--- src/rtl/fetch_pc_unit_if.sv ---
// Fetch-stage bus bundle: instruction-memory request/response plus the
// fetched-instruction handshake towards decode. The master side is the fetch unit.
interface fetch_pc_unit_if #(
  parameter int Width = 32
);
  logic             imem_req;
  logic [Width-1:0] imem_addr;
  logic             imem_rvalid;
  logic [Width-1:0] imem_rdata;
  logic [Width-1:0] instr;
  logic             instr_valid;
  logic             instr_ready;

  modport master (
    output imem_req,
    output imem_addr,
    input  imem_rvalid,
    input  imem_rdata,
    output instr,
    output instr_valid,
    input  instr_ready
  );

  modport slave (
    input  imem_req,
    input  imem_addr,
    output imem_rvalid,
    output imem_rdata,
    input  instr,
    input  instr_valid,
    output instr_ready
  );
endinterface

--- src/rtl/fetch_pc_unit.sv ---
// Instruction-fetch stage: PC register, REQ/WAIT/HOLD/HALT fetch FSM and next-PC select.
// Optional macro FETCH_MISALIGN_TRAP_EN: misaligned targets set a sticky flag and halt.
module fetch_pc_unit #(
  parameter int               Width       = 32,
  parameter logic [Width-1:0] ResetVector = 32'hBFC0_0000
) (
  input  logic              clk,
  input  logic              rst,
  input  logic [1:0]        PCsrc,
  input  logic [Width-1:0]  ImmExt,
  input  logic [Width-1:0]  RS1,
  fetch_pc_unit_if.master   bus,
  output logic [Width-1:0]  PC,
  output logic [Width-1:0]  PCPlus4,
  output logic              misalign,
  output logic              halted
);

  typedef enum logic [1:0] {
    ST_REQ  = 2'd0,
    ST_WAIT = 2'd1,
    ST_HOLD = 2'd2,
    ST_HALT = 2'd3
  } state_t;

  localparam logic [Width-1:0] Nop = Width'(32'h0000_0013);

  state_t           state_reg, state_next;
  logic [Width-1:0] pc_reg;
  logic [Width-1:0] instr_reg;
  logic             instr_valid_reg;
  logic [Width-1:0] target;
  logic [Width-1:0] next_pc;
  logic             trap;
  logic             take;
  logic             retire;

  assign take    = (state_reg == ST_WAIT) && bus.imem_rvalid;
  assign retire  = (state_reg == ST_HOLD) && bus.instr_ready;
  assign PC      = pc_reg;
  assign PCPlus4 = pc_reg + Width'(4);

  always_comb begin
    target = PCPlus4;
    case (PCsrc)
      2'b00:        target = PCPlus4;
      2'b01, 2'b10: target = pc_reg + ImmExt;
      default:      target = (RS1 + ImmExt) & ~Width'(1);
    endcase
  end

`ifdef FETCH_MISALIGN_TRAP_EN
  logic misalign_reg;

  assign trap    = (target[1:0] != 2'b00);
  assign next_pc = target;

  always_ff @(posedge clk or posedge rst) begin
    if (rst) begin
      misalign_reg <= 1'b0;
    end else if (retire && trap) begin
      misalign_reg <= 1'b1;
    end
  end

  assign misalign = misalign_reg;
`else
  // Without trapping, low bits are simply dropped so PC stays word aligned.
  assign trap     = 1'b0;
  assign next_pc  = target & ~Width'(3);
  assign misalign = 1'b0;
`endif

  always_ff @(posedge clk or posedge rst) begin
    if (rst) begin
      state_reg <= ST_REQ;
    end else begin
      state_reg <= state_next;
    end
  end

  always_comb begin
    state_next = state_reg;
    case (state_reg)
      ST_REQ:  state_next = ST_WAIT;
      ST_WAIT: if (bus.imem_rvalid) state_next = ST_HOLD;
      ST_HOLD: if (bus.instr_ready) state_next = trap ? ST_HALT : ST_REQ;
      default: state_next = ST_HALT;
    endcase
  end

  // Outputs depend on state and PC registers only, never on inputs.
  always_comb begin
    bus.imem_req  = (state_reg == ST_REQ);
    bus.imem_addr = pc_reg;
`ifdef FETCH_MISALIGN_TRAP_EN
    halted        = (state_reg == ST_HALT);
`else
    halted        = 1'b0;
`endif
  end

  always_ff @(posedge clk or posedge rst) begin
    if (rst) begin
      pc_reg          <= ResetVector;
      instr_reg       <= Nop;
      instr_valid_reg <= 1'b0;
    end else begin
      if (take) begin
        instr_reg       <= bus.imem_rdata;
        instr_valid_reg <= 1'b1;
      end
      if (retire) begin
        pc_reg          <= next_pc;
        instr_valid_reg <= 1'b0;
      end
    end
  end

  assign bus.instr       = instr_reg;
  assign bus.instr_valid = instr_valid_reg;

endmodule
--- src/flat_wrapper.sv ---
// flat-port wrapper written by rule: the top's interface ports become plain ports
module fetch_pc_unit_flat 
#(
  parameter int               Width       = 32,
  parameter logic [Width-1:0] ResetVector = 32'hBFC0_0000
)
  (clk, rst, PCsrc, ImmExt, RS1, PC, PCPlus4, misalign, halted, bus_imem_req, bus_imem_addr, bus_imem_rvalid, bus_imem_rdata, bus_instr, bus_instr_valid, bus_instr_ready);
  fetch_pc_unit_if #(.Width(Width)) bus_i ();
  input  logic clk;
  input  logic rst;
  input  logic [1:0] PCsrc;
  input  logic [Width-1:0] ImmExt;
  input  logic [Width-1:0] RS1;
  output logic [Width-1:0] PC;
  output logic [Width-1:0] PCPlus4;
  output logic misalign;
  output logic halted;
  output wire logic [$bits(bus_i.imem_req)-1:0] bus_imem_req;
  output wire logic [$bits(bus_i.imem_addr)-1:0] bus_imem_addr;
  input wire logic [$bits(bus_i.imem_rvalid)-1:0] bus_imem_rvalid;
  input wire logic [$bits(bus_i.imem_rdata)-1:0] bus_imem_rdata;
  output wire logic [$bits(bus_i.instr)-1:0] bus_instr;
  output wire logic [$bits(bus_i.instr_valid)-1:0] bus_instr_valid;
  input wire logic [$bits(bus_i.instr_ready)-1:0] bus_instr_ready;
  assign bus_imem_req = bus_i.imem_req;
  assign bus_imem_addr = bus_i.imem_addr;
  assign bus_i.imem_rvalid = bus_imem_rvalid;
  assign bus_i.imem_rdata = bus_imem_rdata;
  assign bus_instr = bus_i.instr;
  assign bus_instr_valid = bus_i.instr_valid;
  assign bus_i.instr_ready = bus_instr_ready;
  fetch_pc_unit #(.Width(Width), .ResetVector(ResetVector)) u_core (.clk(clk), .rst(rst), .PCsrc(PCsrc), .ImmExt(ImmExt), .RS1(RS1), .bus(bus_i), .PC(PC), .PCPlus4(PCPlus4), .misalign(misalign), .halted(halted));
endmodule
--- config.mk ---
export PLATFORM = sky130hd
export DESIGN_NAME = fetch_pc_unit_flat
export DESIGN_NICKNAME = d
export VERILOG_FILES = /design/src/rtl/fetch_pc_unit_if.sv /design/src/rtl/fetch_pc_unit.sv /design/src/flat_wrapper.sv
export SDC_FILE = /design/constraint.sdc
export NUM_CORES = 1
export LEC_CHECK = 0
export CORE_MARGIN = 2
export CORE_UTILIZATION = 42
export CTS_CLUSTER_SIZE = 14
export DETAILED_ROUTE_END_ITERATION = 12
export HOLD_SLACK_MARGIN = 0.15
export PLACE_DENSITY = 0.85
export SLEW_MARGIN = 40
export SYNTH_ARGS = -nofsm -noshare
export SYNTH_HDL_FRONTEND = slang
export SYNTH_SLANG_ARGS = --single-unit
--- constraint.sdc ---
create_clock -name clk -period 2.7 [get_ports clk]
set_input_delay 0.675 -clock clk [delete_from_list [all_inputs] [get_ports clk]]
set_output_delay 0.675 -clock clk [all_outputs]
set_load 0.005 [all_outputs]
== Word level (Yosys, flattened, before mapping) ==
Cells that the tools add are included.

* Register bits after elaboration: 65
* Logic and storage cells: 26
* Output and inout port bits: 132
* Bits of input ports: 102

* Mux-type cells: 6
* Reductions and logical operators: 7
* Eq/ne operators: 6
* Add/subtract/negate cells: 3

{| class="wikitable"
|+ Operators with widths
! kind !! number
|-
| adder 32 bit || 2
|-
| case mux 32 bit (2 select lines) || 1
|-
| adder 32 x 3 -> 32 bit (second input constant) || 1
|-
| case mux 2 bit (3 select lines) || 1
|-
| == test 2 x 1 -> 1 bit (second input constant) || 2
|-
| == test 2 bit (second input constant) || 2
|-
| zero test 2 bit || 2
|-
| two-way mux 2 bit || 2
|-
| inequality test 2 bit (second input constant) || 2
|-
| logical AND 1 bit || 2
|-
| two-way mux 1 bit || 2
|-
| AND reduction 2 bit || 1
|-
| nonzero test 2 bit || 1
|-
| OR reduction 2 bit || 1
|}

== Depth between registers and ports, before layout ==
* Depth in word-level cells: 4
* Mapped depth: 12
* Gate-level depth less buffers: 12

== Least setup slack after synthesis ==
Ideal clock, no wire load.

* Kind: input to register
* From: input port ImmExt[5]
* To: register u_core.pc_reg[25] (netlist: u_core.PC[25])
* Setup slack: -232 ps
* Path buffers: 0
* Stages on the path: 10
* Arrival: 2853 ps
* Cell sequence: ha_1 -> a21oi_1 -> o21ai_0 -> a221oi_1 -> a31oi_4 -> a31oi_4 -> xnor2_1 -> nand2_1 -> a31o_2 -> a32o_1

* Word-level cells in the longest chain between the ends: 2
* Elaborated cells between the ends (all ways): 3

{| class="wikitable"
|+ Ends and longest elaborated chain
! item !! RTL line !! source
|-
| start, declared || flat_wrapper.sv:12 || <nowiki>input logic [Width-1:0] ImmExt;</nowiki>
|-
| adder 32 bit (on tied branches) || fetch_pc_unit.sv:48, fetch_pc_unit.sv:47 ||
|-
| case mux 32 bit (2 select lines) (*) || fetch_pc_unit.sv:45 || <nowiki>case (PCsrc)</nowiki>
|-
| end signal, assigned || fetch_pc_unit.sv:105 || <nowiki>pc_reg <= ResetVector;</nowiki>
|-
| end signal, assigned || fetch_pc_unit.sv:114 || <nowiki>pc_reg <= next_pc;</nowiki>
|-
| end, declared || fetch_pc_unit.sv:29 || <nowiki>logic [Width-1:0] pc_reg;</nowiki>
|}

Mark *: on every way between the ends. The rest lies on a longest branch, timed or not.
A chain may end at the register's enable or synchronous reset.

== Worst setup path after layout ==
* From: register u_core.pc_reg[8] (netlist: u_core.PC[8])
* To: output port PCPlus4[31]

* Word-level cells in the longest chain between the ends: 1

{| class="wikitable"
|+ Ends and longest elaborated chain
! item !! RTL line !! source
|-
| adder 32 x 3 -> 32 bit || fetch_pc_unit.sv:41 || <nowiki>assign PCPlus4 = pc_reg + Width'(4);</nowiki>
|-
| end, declared || flat_wrapper.sv:15 || <nowiki>output logic [Width-1:0] PCPlus4;</nowiki>
|}

Every way passes these cells.

==> results.md <==
- The detailed-router iteration count before antenna repair is 6.
- The setup clock skew after layout is 7.569 ps.
- The total overflow left after global routing is 0.
- Summed over all failing endpoints, the final setup total negative slack is -4561 ps.
- Across the run, the number of max-cap violations was 0.
- The fraction of the cycle the final worst path needs is 1.152.
- Leaving out filler cells and counting taps, the final layout contains 1444.
- Following the worst setup path forward leads to its endpoint at PCPlus4[31].
- Wires add up to 29710 um.
- The average size of a mapped cell is 8.789 um2.
- For the worst-skew pair, the clock arrives at the later sink with an insertion delay of 350 ps.
- Traced cell by cell, the critical path runs through and4_4 -> buf_6 -> nand2_4 -> nor3_4 -> nand2_2 -> buf_6 -> or3_4 -> nor3_4 -> xor2_1 -> buf_2.
- The post-synthesis instance total is 769.
- The share of the Yosys chip area taken by registers is 0.2429.
- The congestion estimate from routability-driven global placement came to 0.9286.
- The cell area that synthesis handed to floorplanning was 6759 um2.
- After the last flow step, the layout net total stands at 1392.
- After detailed routing, the number of remaining DRC violations is 0.
- The fraction of registers with async set or reset after synthesis is 1.000.
- The DRC marker count from the first detailed-route iteration is 695.
- At the worst endpoint, the arrival time is 2430 ps.
- The area of the core region is 15830 um2.
- The synthesized design spends more area on one cell type than any other, namely dfrtp_1.
- Among cell families on the critical path, the largest total delay comes from simple AND/OR/NAND/NOR gates.
- Including well taps, the total number of placed cells is 1365.
- For this run, the slowest stage of the critical path takes 410 ps.
- The final core utilization is 0.7827.
- The share of synthesized area in the top cell type comes to 0.1962.
- The final setup violation count is 27.
- The number of fill cells in the layout is 924.
- The per-cell via count in the routed design is 5.840.
- The count of pins over their slew limit is 0.
- TritonCTS built the clock tree.
- The count of warnings emitted by yosys is 0.
- The H-tree depth is 3.
- The die is 130.9 um wide.
- After synthesis the netlist holds a flip-flop and latch count of 65.
- The cell at the root of the clock tree is clkbuf_16.
- The global routing usage summed across all routing layers is 0.3075.
- The die area is 17120 um2.
- The number of antenna violations at the first check in global routing came to 0.
- The flow ran to the end, but the final reports show violations.
- The total power per unit cell area is 983.7 nW/um2.
- The hold-critical path depth is 2.
- The antenna diode count is 0.
- Clock tree synthesis found a total of 65 sinks.
- The top metal layer carrying routed signals is met4.
- The leakage power total is 5.552 nW.
- Detailed placement finished with a half-perimeter wire length of 19080 um.
- The final-report hold violation count is 0.
- The vertical die dimension is 130.9 um.
- After detailed routing, the average wire length per cell comes to 20.57 um.
- Entering global routing, the biggest net connects 38 pins.
- Clock tree synthesis inserted a total of 9 buffers.
- The post-detailed-route count of antenna-violating nets is 0.
- The routed metal-1 wire length is 10460 um.
- The critical path is of the reg -> out type.
- The final worst slack is -409.5 ps.
- The most critical setup path has its startpoint at u_core.PC[8].
- The slack of the worst reg-to-reg path is -270 ps.
- The clock-pin slew reported for the worst setup and hold paths after clock tree synthesis is 60 ps.
- The share of cells above drive strength 1 is 0.4552.
- From synthesis to final layout, the design area changed by 83.28%.
- The register with the most flip-flops in the layout has 32 of them.
- The design draws 12.19 mW.
- The number of buffers on the longest clock path is 2.
- VDD sags by at most 445.9 uV.
- In the post-synthesis netlist, the biggest area contributors are dfrtp_1, ha_1, xnor2_1.
- The data required time of the critical path is 2030 ps.
- The worst setup path is captured at an output port.
- Setup repair after global routing could not meet its margin everywhere.
- The class of the most critical hold timing path is reg -> reg.
- The most common cell in the synthesized netlist is ha_1.
- The endpoint of the worst-slack reg-to-reg timing path is u_core.PC[24].
- For the finished layout, the period the worst path requires is 3110 ps.
- The wire length of the first global-routing pass is 40990 um.
- The count of different cell masters after synthesis is 74.
- The slowest stage of the critical path belongs to the cell or3_4.
- Once layout is done, the placed cells without fillers occupy 12390 um2.
- After synthesis, the most frequently instantiated cells are ha_1, nor2_1, dfrtp_1.
- The floorplan has 46 rows.
- The instance area after placement is 10660 um2.
- The sum of met3 wire segment lengths after detailed routing is 2428 um.
- The count of vias placed by the detailed router is 8433.
- Of all nets on the critical path, the largest fanout is 3.
- For this configuration, the core starts out at a cell density of 0.4270.
- In this run the critical register-to-register path is launched from u_core.PC[2].
- For the worst flop-to-flop path, the logic depth is 14.
- The number of primary I/O pins is 234.
- Summed over all nets, wire length on met2 after detailed routing comes to 15220 um.
- The critical path runs through a total of 10 cells.
- Counting both buffers and inverters, the worst setup path holds a total of 3.
- The critical path startpoint category is a flip-flop.
- The via count of the first global-routing pass came to 8211.
- Input and output buffers added on the ports amount to 225.
- Timing would allow up to 321.6 MHz.
- Yosys mapped a number of flops with a built-in enable equal to 0.
- The checks that failed: setup timing.
- The dominant synthesized flop cell is dfrtp_1.
==> metal layers <==
layer	vias up	track usage
met1	3995	0.3540
li1	3719	-
met4	0	0.1514
met5	-	0
met3	160	0.05049
met2	559	0.5530
==> layout make-up <==
cell class,count,area (um2),area share
multi-input cells,622,5843,0.4717
repair buffers,497,4219,0.3406
flip-flops and latches,65,1643,0.1326
well taps,216,270.3,0.02182
clock buffers,10,239.0,0.01929
inverters,28,107.6,0.008686
clock inverters,6,66.31,0.005353
==> worst min path at each step <==
stage,from,to,slack (ps)
6_report,u_core.bus.instr_valid,u_core.bus.instr_valid,500
5_1_grt,u_core.bus.instr_valid,u_core.bus.instr_valid,520
4_1_cts,u_core.bus.instr_valid,u_core.bus.instr_valid,500
3_5_place_dp,u_core.bus.instr_valid,u_core.bus.instr_valid,490
3_3_place_gp,u_core.bus.instr_valid,u_core.bus.instr_valid,480
2_1_floorplan,u_core.bus.instr_valid,u_core.bus.instr_valid,490
==> report_power, final <==
group | leakage (nW) | switching (mW) | total [mW] | internal (mW)
registers | 0.758 | 0.393 | 1.92 | 1.53
clock network | 0.141 | 0.487 | 1.23 | 0.742
logic | 4.65 | 4.13 | 9.04 | 4.91
total | 5.55 | 5.01 | 12.2 | 7.18
==> worst reg2reg max path, delay by kind of cell (launching register included) <==
family / cells / cell delay, ps
compound gates: 6 / 1370
flops: 1 / 420
buf+inv: 4 / 400
fa+ha+maj: 2 / 350
xor+xnor: 1 / 220
simple gates: 1 / 100
==> repair_timing <==
action | in CTS | in global routing
resized for setup | 281 | 129
endpoints found under the setup margin | 51 | 44
hold buffers | 0 | 0
hold endpoints to repair | 0 | 0
buffers inserted | 49 | 28
pin swaps | 92 | 85
==> cells in the final DEF (no fill, tap or decap), types with 29 or more instances in the layout <==
cell / count
clkdlybuf4s50_1: 163
nand2_1: 47
buf_6: 31
dfrtp_1: 52
buf_4: 246
a21oi_1: 33
xnor2_1: 29
ha_1: 37
nor2_1: 50
mux2_2: 34
==> cells by family after synthesis <==
logic type                 count (synthesis)  synth area share
muxes                                     37           0.06109
and+or+nand+nor                          198            0.1488
other                                      1         0.0005548
AOI/OAI and AO/OA                        233            0.2481
adders and majority gates                 67            0.1251
DFF                                       65            0.2429
xor gates and xnor gates                  79            0.1024
buffers and inverters                     89           0.07108
==> through the flow <==
step,hold WS [ps],setup slack (ps)
6_report,501.0,-409.5
5_1_grt,515.8,-476.0
4_1_cts,498.9,-410.8
3_5_place_dp,490.6,-926.2
3_3_place_gp,482.5,-867.0
2_1_floorplan,485.9,-115.3
Note: power is estimated with default switching activity, not from simulation.
